==> src/rtl/bk_nibble_serial_adder.sv <==
// Multi-cycle WIDTH-bit adder: one 4-bit Brent-Kung slice is reused once per nibble, LSB first.
// A registered carry links the nibbles. Operands and results move over valid/ready handshakes.

module brent_kung_cin (
    input  logic [3:0] a_i,
    input  logic [3:0] b_i,
    input  logic       cin_i,
    output logic [4:0] out_o
);
    logic [3:0] g;
    logic [3:0] p;
    logic       g10;
    logic       p10;
    logic       g32;
    logic       p32;
    logic       g30;
    logic       p30;
    logic [4:0] c;

    assign g = a_i & b_i;
    assign p = a_i ^ b_i;

    // Up-sweep: pair groups, then the full 4-bit group.
    assign g10 = g[1] | (p[1] & g[0]);
    assign p10 = p[1] & p[0];
    assign g32 = g[3] | (p[3] & g[2]);
    assign p32 = p[3] & p[2];
    assign g30 = g32 | (p32 & g10);
    assign p30 = p32 & p10;

    // Down-sweep: odd-position carry c3 comes from c2.
    assign c[0] = cin_i;
    assign c[1] = g[0] | (p[0] & cin_i);
    assign c[2] = g10 | (p10 & cin_i);
    assign c[3] = g[2] | (p[2] & c[2]);
    assign c[4] = g30 | (p30 & cin_i);

    assign out_o = {c[4], p ^ c[3:0]};
endmodule

// state | meaning
// IDLE  | ready for operands; sum_o/cout_o hold the previous result
// RUN   | adding nibble idx_q with carry_q, one nibble per clock
// DONE  | result valid, held until the consumer accepts it
module bk_nibble_serial_adder #(
    parameter int NIBBLES = 4
) (
    input  logic                   clk,
    input  logic                   rst_n,
    input  logic                   in_valid_i,
    output logic                   in_ready_o,
    input  logic [4*NIBBLES-1:0]   a_i,
    input  logic [4*NIBBLES-1:0]   b_i,
    input  logic                   cin_i,
    output logic                   out_valid_o,
    input  logic                   out_ready_i,
    output logic [4*NIBBLES-1:0]   sum_o,
    output logic                   cout_o,
    output logic                   busy_o
);
    localparam int WIDTH = 4 * NIBBLES;
    localparam int IDX_W = (NIBBLES > 1) ? $clog2(NIBBLES) : 1;

    typedef enum logic [1:0] {
        ST_IDLE = 2'd0,
        ST_RUN  = 2'd1,
        ST_DONE = 2'd2
    } state_e;

    state_e             state_q;
    state_e             state_d;
    logic [IDX_W-1:0]   idx_q;
    logic [IDX_W-1:0]   idx_d;
    logic               carry_q;
    logic               carry_d;
    logic [WIDTH-1:0]   a_q;
    logic [WIDTH-1:0]   a_d;
    logic [WIDTH-1:0]   b_q;
    logic [WIDTH-1:0]   b_d;
    logic [WIDTH-1:0]   sum_q;
    logic [WIDTH-1:0]   sum_d;
    logic               cout_q;
    logic               cout_d;

    logic [3:0]         slice_a;
    logic [3:0]         slice_b;
    logic [4:0]         slice_out;
    logic               last_nibble;

    brent_kung_cin u_slice (
        .a_i   (slice_a),
        .b_i   (slice_b),
        .cin_i (carry_q),
        .out_o (slice_out)
    );

    assign last_nibble = (idx_q == IDX_W'(NIBBLES - 1));

    always_comb begin
        slice_a = '0;
        slice_b = '0;
        for (int n = 0; n < NIBBLES; n++) begin
            if (idx_q == IDX_W'(n)) begin
                slice_a = a_q[4*n +: 4];
                slice_b = b_q[4*n +: 4];
            end
        end
    end

    always_comb begin
        state_d = state_q;
        idx_d   = idx_q;
        carry_d = carry_q;
        a_d     = a_q;
        b_d     = b_q;
        sum_d   = sum_q;
        cout_d  = cout_q;

        case (state_q)
            ST_IDLE: begin
                if (in_valid_i) begin
                    a_d     = a_i;
                    b_d     = b_i;
                    carry_d = cin_i;
                    idx_d   = '0;
                    state_d = ST_RUN;
                end
            end
            ST_RUN: begin
                for (int n = 0; n < NIBBLES; n++) begin
                    if (idx_q == IDX_W'(n)) begin
                        sum_d[4*n +: 4] = slice_out[3:0];
                    end
                end
                carry_d = slice_out[4];
                if (last_nibble) begin
                    // Park the index at 0 so it never leaves 0..NIBBLES-1.
                    cout_d  = slice_out[4];
                    idx_d   = '0;
                    state_d = ST_DONE;
                end else begin
                    idx_d = idx_q + 1'b1;
                end
            end
            ST_DONE: begin
                if (out_ready_i) begin
                    state_d = ST_IDLE;
                end
            end
            default: begin
                state_d = ST_IDLE;
            end
        endcase
    end

    always_ff @(posedge clk or negedge rst_n) begin
        if (!rst_n) begin
            state_q <= ST_IDLE;
            idx_q   <= '0;
            carry_q <= 1'b0;
            a_q     <= '0;
            b_q     <= '0;
            sum_q   <= '0;
            cout_q  <= 1'b0;
        end else begin
            state_q <= state_d;
            idx_q   <= idx_d;
            carry_q <= carry_d;
            a_q     <= a_d;
            b_q     <= b_d;
            sum_q   <= sum_d;
            cout_q  <= cout_d;
        end
    end

    assign in_ready_o  = (state_q == ST_IDLE);
    assign busy_o      = (state_q == ST_RUN);
    assign out_valid_o = (state_q == ST_DONE);
    assign sum_o       = sum_q;
    assign cout_o      = cout_q;
endmodule

==> config.mk <==
export PLATFORM = sky130hd
export DESIGN_NAME = bk_nibble_serial_adder
export DESIGN_NICKNAME = d
export VERILOG_FILES = /design/src/rtl/bk_nibble_serial_adder.sv
export SDC_FILE = /design/constraint.sdc
export NUM_CORES = 1
export LEC_CHECK = 0
export BUFFER_PORTS_ARGS = -buffer_cell sky130_fd_sc_hd__buf_4
export CORE_MARGIN = 1
export CORE_UTILIZATION = 45
export CTS_CLUSTER_SIZE = 30
export DETAILED_ROUTE_END_ITERATION = 8
export PLACE_DENSITY_LB_ADDON = 0.3
export SLEW_MARGIN = 5
export SYNTH_ARGS = -nofsm -noshare
export SYNTH_HDL_FRONTEND = slang
export SYNTH_SLANG_ARGS = --single-unit
export TNS_END_PERCENT = 5
==> constraint.sdc <==
create_clock -name clk -period 2.5 [get_ports clk]
set_input_delay 0.25 -clock clk [delete_from_list [all_inputs] [get_ports clk]]
set_output_delay 0.25 -clock clk [all_outputs]
set_load 0.01 [all_outputs]
* Word level (Yosys, flattened, before mapping)
Cells that the tools add are included.
** Storage, ports and cells
- Register bits after elaboration :: 54
- Bits in latches :: 0
- Memory bits (writable) :: 0
- ROM bits :: 0
- Bits of input ports :: 37
- Output and inout bits :: 20
- Logic and storage cells :: 66
- Memories :: 0
** Cells by class
- Add/subtract/negate cells :: 1
- $mul :: 0
- Divide/modulo/power cells :: 0
- Magnitude comparators :: 0
- Equal/unequal tests :: 8
- Shift-type cells :: 0
- Muxes and demuxes :: 17
- Bitwise logic cells :: 20
- Reductions and logical operators :: 10
** Operators by type and width (count)
- $mux W4 :: 8
- $reduce_and A2 Y1 :: 6
- $and A1 B1 Y1 :: 10
- $mux W2 :: 5
- $xor A4 B4 Y4 :: 2
- $or A1 B1 Y1 :: 7
- $eq A2 B2 Y1 const B :: 3
- $pmux W2 S3 :: 1
- $and A4 B4 Y4 :: 1
- $eq A2 B1 Y1 const B :: 2
- $logic_not A2 Y1 :: 2
- $ne A2 B1 Y1 const B :: 2
- $pmux W2 S2 :: 1
- $reduce_and A3 Y1 :: 1
- $add A2 B1 Y2 const B :: 1
- $ne A2 B2 Y1 const B :: 1
- $pmux W1 S2 :: 1
- $reduce_bool A2 Y1 :: 1
- $mux W1 :: 1

* Depth between registers and ports, before layout
Gate-level depths: netlist (run 1).
- Depth in word-level cells :: 12
- Depth in mapped cells :: 13

* By module
From an unflattened synthesis (run 1), not the netlist that was laid out.
** Second synthesis, totals
- Cell total of the unflattened synthesis :: 186
- Area, all modules :: 2595.0 sq um
** By module, submodules not included
- bk_nibble_serial_adder :: instances 1, cells an instance 169, area each 2436.1 sq um
- brent_kung_cin :: instances 1, cells an instance 17, area each 158.9 sq um

* Least setup slack after synthesis (run 1)
Ideal clock, no wire load.
- Path kind :: reg-to-reg
- From :: register idx_q[0]
- To :: register sum_q[11] (netlist: sum_o[11])
- Arrival :: 2592 ps
- Required time :: 2368 ps
- Slack :: -224 ps
- Stages on the path, launching flop included :: 14
- Path buffers :: 1
- Cell sequence :: dfrtp_1 > inv_1 > ha_1 > nor2b_4 > buf_6 > a221o_1 > a22o_1 > ha_1 > a21oi_1 > nor2b_1 > nor2_1 > fa_1 > xor2_1 > o21ai_0
** On the way
- Cells in the longest elaborated chain, start to end :: 12
- Elaborated cells on any way between the ends :: 23
** RTL lines
- start, declared :: RTL line 72 : logic [IDX_W-1:0] idx_q;
- start signal, assigned :: RTL line 167 : idx_q <= idx_d;
- $logic_not A2 Y1 :: RTL line 103 : if (idx_q == IDX_W'(n)) begin
- $mux W4 (4 in a row) :: RTL line 103
- $xor A4 B4 Y4 or $and A4 B4 Y4 (tied branches) :: RTL line 21, 20
- $and A1 B1 Y1 (on tied branches) :: RTL line 24, 25
- $or A1 B1 Y1 or $and A1 B1 Y1 (tied branches) :: RTL line 24, 34
- $or A1 B1 Y1 :: RTL line 34 : assign c[2] = g10 | (p10 & cin_i);
- $and A1 B1 Y1 :: RTL line 35 : assign c[3] = g[2] | (p[2] & c[2]);
- $or A1 B1 Y1 :: RTL line 35
- $xor A4 B4 Y4 :: RTL line 38 : assign out_o = {c[4], p ^ c[3:0]};
- end signal, assigned :: RTL line 171 : sum_q <= sum_d;
- end, declared :: RTL line 80 : logic [WIDTH-1:0] sum_q;
Parallel ways exist; a longest one is shown, timed or not.
A chain may end at the register's enable or synchronous reset.

* Final worst setup path (run 1)
- From :: register idx_q[0]
- To :: register sum_q[3] (netlist: sum_o[3])
** On the way
- Cells in the longest elaborated chain, start to end :: 12
- Elaborated cells on any way between the ends :: 23
** RTL lines (RTL line)
- $logic_not A2 Y1 :: 103, 131
- $mux W4 (4 in a row) :: 103
- $xor A4 B4 Y4 or $and A4 B4 Y4 (tied branches) :: 21, 20
- $and A1 B1 Y1 (on tied branches) :: 24, 25
- $or A1 B1 Y1 or $and A1 B1 Y1 (tied branches) :: 24, 34
- $or A1 B1 Y1 :: 34
- $and A1 B1 Y1 :: 35
- $or A1 B1 Y1 :: 35
- $xor A4 B4 Y4 :: 38
Parallel ways exist; a longest one is shown, timed or not.

==> results of run 1 <==
## per-layer routing
| metal | track usage [%] | part of all wire (%) | vias up | wire, um |
|---|---|---|---|---|
| met3 | 4.192 | 3.9 | 8 | 207 |
| met5 | 0 | 0 | - | 0 |
| li1 | - | - | 901 | - |
| met1 | 24.56 | 44 | 924 | 2295 |
| met2 | 35.18 | 51 | 44 | 2670 |
| met4 | 6.538 | 1.3 | 0 | 69 |
## path summary, 6_finish.rpt
kind | to | cells past startpoint | startpoint | slack, ns
setup / recovery | sum_o[3]$_DFFE_PN0P_ | 12 | idx_q[0]$_DFFE_PN0P_ | -0.16
hold / removal | state_q[1]$_DFFE_PN0P_ | 2 | out_ready_i | 0.13
setup reg to reg | sum_o[3]$_DFFE_PN0P_ | 12 | idx_q[0]$_DFFE_PN0P_ | -0.16
hold reg to reg | a_q[1]$_DFFE_PN0P_ | 1 | a_q[1]$_DFFE_PN0P_ | 0.49
max in group asynchronous | sum_o[5]$_DFFE_PN0P_ | 2 | rst_n | 1.54
min in group asynchronous | b_q[12]$_DFFE_PN0P_ | 2 | rst_n | 0.50
## critical path, stage by stage, from the launching register on
cell and delay (ns):
dfrtp_1 0.41, inv_2 0.09, buf_12 0.13, ha_4 0.19, a221o_1 0.28, a22o_1 0.21, ha_1 0.30, a21oi_2 0.06
nor2b_2 0.15, nor2_2 0.05, fa_2 0.37, xor2_4 0.22, o21ai_1 0.08
## cells by family (layout without fill, tap and decap cells)
family	count (synthesis)	count (layout)	share of synthesized area, %
AO/OA/AOI/OAI	51	51	13.14
adder cells (fa/ha/maj)	10	10	5.663
AND/OR/NAND/NOR	46	46	8.493
buffers and inverters	24	104	4.651
flip-flops	54	54	54.60
multiplexers	28	28	12.74
XOR/XNOR	2	2	0.7079
## synth_stat cells (4+ instances only)
cell type  count
nand2_1       33
nor2b_1        5
o31ai_1        6
mux2_1        28
o21ai_1        4
a221oi_1       4
ha_1           8
dfrtp_1       54
inv_1         10
buf_2          5
a21oi_1        7
o21ai_0       20
## cell type report
cell class,count,share of cell area (%)
Clock buffer,6,2.444
Sequential cell,54,40.00
Tap cell,70,2.593
Multi-Input combinational cell,137,33.78
Inverter,13,1.444
Timing Repair Buffer,83,19.37
Clock inverter,2,0.3704
## flip-flops by register name, summed over array words and instances (netlist names)
name	flops
a_q	16
carry_q	1
idx_q	2
sum_o	16
cout_o	1
b_q	16
state_q	2
## power breakdown
group          leakage (uW)  switching (uW)  internal (uW)
Clock             0.0000472             283            223
Combinational      0.000884            1640           1630
Sequential         0.000655             262           1310
## repair_timing
action,in CTS,in global routing
gates resized for setup,17,15
hold buffers,1,0
buffers inserted,4,3
endpoints found under the hold margin,12,0
endpoints found under the setup margin,10,12
pin swaps,10,10
## metrics by stage
stage,cell area [um^2],TNS (ns),utilization [%],power [uW],hold slack (ns)
floorplan,2487,-0.9300,-,3205,-0.04559
global placement,3078,-1.083,59.13,4174,0.3322
detailed placement,3078,-2.246,59.13,4259,0.3331
CTS,3272,-0.8527,62.86,4997,0.1217
global route,3378,-2.593,64.90,5807,0.1257
finish,3378,-1.272,64.90,5353,0.1288
==> flow_metrics.env, run 1 <==
export IMPL_netlist_instances=215
export IMPL_synth_ff_type="dfrtp_1"
export IMPL_filler_cell_count=406
export IMPL_start_util_pct=47.55
export IMPL_dieArea_mm2=0.005800
export IMPL_drtPass1Iterations=4
export IMPL_drive_gt1_share_pct=40.68
export IMPL_drv_cap=0
export IMPL_viasPerCell=5.142
export IMPL_wl_mm=5.243
export IMPL_fin_crit_sh_pct=106.4
export IMPL_instances_no_fill=365
export IMPL_period_needed_ns=2.660
export IMPL_async_reset_ff_share_pct=100.0
export IMPL_worst_setup_path_type="flop to flop"
export IMPL_p_leak_uw=0.001586
export IMPL_place_gp_congestion=0.7578
export IMPL_final_cell_mix="buf_4, dfrtp_1, nand2_1"
export IMPL_io_pins=57
export IMPL_run_status="finished, violations left"
export IMPL_diodes=0
export IMPL_synth_edff_count=0
export IMPL_vias=1877
export IMPL_ys_types=29
export IMPL_clk_latency_ns=0.30
export IMPL_portBuffers=56
export IMPL_start_kind="flop"
export IMPL_register_area_mm2=0.001351
export IMPL_dp_slack_ns=-0.2812
export IMPL_finalMaxSlewViolations=0
export IMPL_synth_seq_cells=54
export IMPL_layout_cells_most_common="buf_4"
export IMPL_ys_warn_count=0
export IMPL_grt_antenna_before_repair=0
export IMPL_cp_end_kind="flop"
export IMPL_hp_class="primary input to flop"
export IMPL_netlist_area_mm2=0.002475
export IMPL_num_rows=26
export IMPL_synth_nets=262
export IMPL_grt_ovfl_total=0
export IMPL_cp_max_fo=9
export IMPL_tightest_slew_ns=0.6665
export IMPL_synth_top_area_share_pct=54.60
export IMPL_ir_drop_mv=0.8668
export IMPL_grt_max_degree=55
export IMPL_hpwl_mm=3.644
export IMPL_die_x_um=76.16
export IMPL_max_slew_margin_pct=55.56
export IMPL_setup_ws_ns=-0.1602
export IMPL_ant_nets=0
export IMPL_root_buffer="clkbuf_8"
export IMPL_synth_area_leader_cell="dfrtp_1"
export IMPL_clock_sinks=54
export IMPL_power_density_mw_per_mm2=1584
export IMPL_ys_seq_area_share_pct=54.60
export IMPL_clock_path_buffers=2
export IMPL_syn2layout_area_growth_pct=36.50
export IMPL_hold_violations=0
export IMPL_coreArea_mm2=0.005205
export IMPL_drc=0
export IMPL_clk_pin_slew_ns=0.10
export IMPL_die_h_um=76.16
export IMPL_drtIter0Drc=86
export IMPL_grt_pass1_vias=1976
export IMPL_required_ns=2.69
export IMPL_finClkSkew_ns=0.004808
export IMPL_avgSynthCellArea_um2=11.51
export IMPL_dpl_cell_count=349
export IMPL_grt_usage_pct=20.02
export IMPL_rsz0062_at_grt="true"
export IMPL_multiInputGateArea_mm2=0.001141
export IMPL_ys_top_cells_by_area="dfrtp_1, mux2_1, nand2_1"
export IMPL_nNetsFinal=341
export IMPL_setup_viol=10
export IMPL_wl_per_cell_um=14.36
export IMPL_fmax_mhz=375.9
export IMPL_cts_buffers=5
export IMPL_grt_pass1_wl_mm=9.177
export IMPL_htree_levels=2
export IMPL_arrival_ns=2.85
export IMPL_cts_tree="yes"
export IMPL_violations="negative setup slack"
No activity file was read; power rests on OpenSTA's default activity.
==> run 2, diff against run 1 <==
--- a/config.mk
+++ b/config.mk
@@ -5,11 +5,12 @@
 export SDC_FILE = /design/constraint.sdc
 export NUM_CORES = 1
 export LEC_CHECK = 0
-export BUFFER_PORTS_ARGS = -buffer_cell sky130_fd_sc_hd__buf_4
 export CORE_MARGIN = 1
 export CORE_UTILIZATION = 45
+export CTS_CLUSTER_DIAMETER = 40
 export CTS_CLUSTER_SIZE = 30
 export DETAILED_ROUTE_END_ITERATION = 8
+export DONT_BUFFER_PORTS = 1
 export PLACE_DENSITY_LB_ADDON = 0.3
 export SLEW_MARGIN = 5
 export SYNTH_ARGS = -nofsm -noshare
==> run 2 against run 1 <==
Cell count is 15% lower. Maximum frequency is 1.3% higher. The flow still finishes with violations (negative setup slack). Setup slack better by 0.034 ns. Largest cell class unchanged. Register-to-register slack better by 0.03 ns. Global-route usage is 1.7 points lower. Non-clock buffer count is 56 lower. Clock-buffer cell count stayed put. Via count is 12% lower. Combinational power is 13% lower. Sequential power is 4% higher. Die area stayed put. Sequential share of layout area is 6.0 points higher.
==> flow_metrics.env, run 2 (synthesis results as in run 1) <==
export IMPL_run_status="finished, violations left"
export IMPL_violations="negative setup slack"
export IMPL_cpLargestDelayFamily="adder cells"
export IMPL_ir_drop_mv=0.8999
export IMPL_coreArea_mm2=0.005205
export IMPL_portBuffers=0
export IMPL_p_leak_uw=0.001307
export IMPL_cpPeakStageDelay_ns=0.49
export IMPL_hold_violations=0
export IMPL_worst_setup_path_type="flop to flop"
export IMPL_dieArea_mm2=0.005800
export IMPL_design_area_mm2=0.002937
export IMPL_crit_path_frequent_cell="nor2b_4"
export IMPL_crit_path_top_delay_cell="fa_2"
export IMPL_clk_pin_slew_ns=0.10
export IMPL_diodes=0
export IMPL_drtIter0Drc=45
export IMPL_wl_mm=4.928
export IMPL_grt_pass1_wl_mm=8.342
export IMPL_start_kind="flop"
export IMPL_hp_class="primary input to flop"
export IMPL_io_pins=57
export IMPL_layout_cells_most_common="dfrtp_1"
export IMPL_cp_end_kind="flop"
export IMPL_clock_sinks=54
export IMPL_setup_viol=10
export IMPL_cts_tree="yes"
export IMPL_postPlaceCellArea_mm2=0.002673
export IMPL_finalMaxSlewViolations=0
export IMPL_wl_per_cell_um=15.95
export IMPL_multiInputGateArea_mm2=0.001110
export IMPL_start_util_pct=47.55
export IMPL_cts_buffers=5
export IMPL_filler_cell_count=440
export IMPL_drv_cap=0
export IMPL_final_cell_mix="dfrtp_1, nand2_1, mux2_1"
export IMPL_period_needed_ns=2.626
export IMPL_place_gp_congestion=0.7496
export IMPL_arrival_ns=2.87
export IMPL_gr_max_usage_layer="met2"
export IMPL_use_met2_pct=30.00
export IMPL_power_density_mw_per_mm2=1727
export IMPL_rsz0062_at_grt="true"
export IMPL_grt_pass1_vias=1763
export IMPL_num_rows=26
export IMPL_register_area_mm2=0.001351
export IMPL_tightest_slew_ns=0.4645
export IMPL_path_buf_inv=1
export IMPL_finClkSkew_ns=0.005198
export IMPL_max_slew_margin_pct=69.03
export IMPL_vias=1645
export IMPL_grt_ovfl_total=0
export IMPL_viasPerCell=5.324
export IMPL_hpwl_mm=3.536
export IMPL_ant_nets=0
export IMPL_grt_usage_pct=18.35
export IMPL_grt_max_degree=55
export IMPL_fin_crit_sh_pct=105.0
export IMPL_drtPass1Iterations=4
export IMPL_grt_antenna_before_repair=0
export IMPL_setup_ws_ns=-0.1259
export IMPL_cp_max_fo=6
export IMPL_nNetsFinal=285
export IMPL_htree_levels=2
export IMPL_clock_path_buffers=2
export IMPL_use_met1_pct=23.22
export IMPL_clk_latency_ns=0.31
export IMPL_grt_met3_usage_pct=5.749
export IMPL_tns_ns=-0.8862
export IMPL_required_ns=2.74
export IMPL_syn2layout_area_growth_pct=18.66
export IMPL_die_x_um=76.16
export IMPL_drive_gt1_share_pct=23.85
export IMPL_root_buffer="clkbuf_8"
export IMPL_drc=0
export IMPL_die_h_um=76.16
export IMPL_fmax_mhz=380.8
export IMPL_finalPower_uw=5072
export IMPL_r2r_setup_slack_ns=-0.13
export IMPL_path_cells="inv_2 -> ha_4 -> nor2b_4 -> a221o_1 -> a22o_1 -> ha_1 -> a21oi_2 -> nor2b_4 -> nor2_2 -> fa_2 -> o21ai_1"
[run 2: cell count changes in the layout (fill, tap and decap cells not counted), moves of 2 or more]
| cell | previous run | this run |
|---|---|---|
| o31ai_2 | 3 | 0 |
| o21ai_2 | 6 | 4 |
| buf_12 | 2 | 0 |
| buf_4 | 79 | 24 |
| o31ai_1 | 3 | 6 |
| o21ai_1 | 5 | 8 |
[run 2: where the power goes]
| group | leakage, uW | switching [uW] | internal (uW) |
|---|---|---|---|
| clock | 0.0000514 | 281 | 299 |
| sequential | 0.000655 | 338 | 1310 |
| combinational | 0.000601 | 1460 | 1380 |
| total | 0.00131 | 2080 | 3000 |
[run 2: timing repair]
item / in CTS / in global routing
resized for setup: 11 / 16
endpoints found under the setup margin: 10 / 10
setup buffers: 3 / 1
hold buffers: 2 / 0
endpoints found under the hold margin: 54 / 0
pin swaps: 6 / 12
[run 2: final timing paths]
| kind | startpoint | to | depth (start not counted) |
|---|---|---|---|
| setup / recovery | idx_q[1]$_DFFE_PN0P_ | sum_o[14]$_DFFE_PN0P_ | 11 |
| hold / removal | a_i[8] | a_q[8]$_DFFE_PN0P_ | 2 |
| setup reg to reg | idx_q[1]$_DFFE_PN0P_ | sum_o[14]$_DFFE_PN0P_ | 11 |
| hold reg to reg | a_q[7]$_DFFE_PN0P_ | a_q[7]$_DFFE_PN0P_ | 1 |
| max in group asynchronous | rst_n | sum_o[11]$_DFFE_PN0P_ | 2 |
| min in group asynchronous | rst_n | cout_o$_DFFE_PN0P_ | 2 |
[run 2: layout make-up]
cell class	instances	share of cell area, %
clock inverter	2	1.278
inverter	13	1.662
tap	70	2.983
clock buffer	6	2.471
sequential	54	46.02
multi-input combinational	137	37.79
timing repair buffer	27	7.797
[run 2: routing by layer]
layer  vias to the layer above  routed length (um)
li1                        787                   -
met1                       808                2196
met2                        41                2346
met3                         9                 299
met4                         0                  86
met5                         -                   0
[run 2: per-stage QoR]
step | utilization, % | cells | worst slack [ns] | hold slack, ns
2_1_floorplan | - | 215 | -0.1246 | -0.04559
3_3_place_gp | 51.35 | 295 | -0.1893 | -0.04374
3_5_place_dp | 51.35 | 295 | -0.3364 | -0.04357
4_1_cts | 55.10 | 308 | -0.1783 | 0.06399
5_1_grt | 56.42 | 309 | -0.2439 | 0.05557
6_report | 56.42 | 309 | -0.1259 | 0.06240
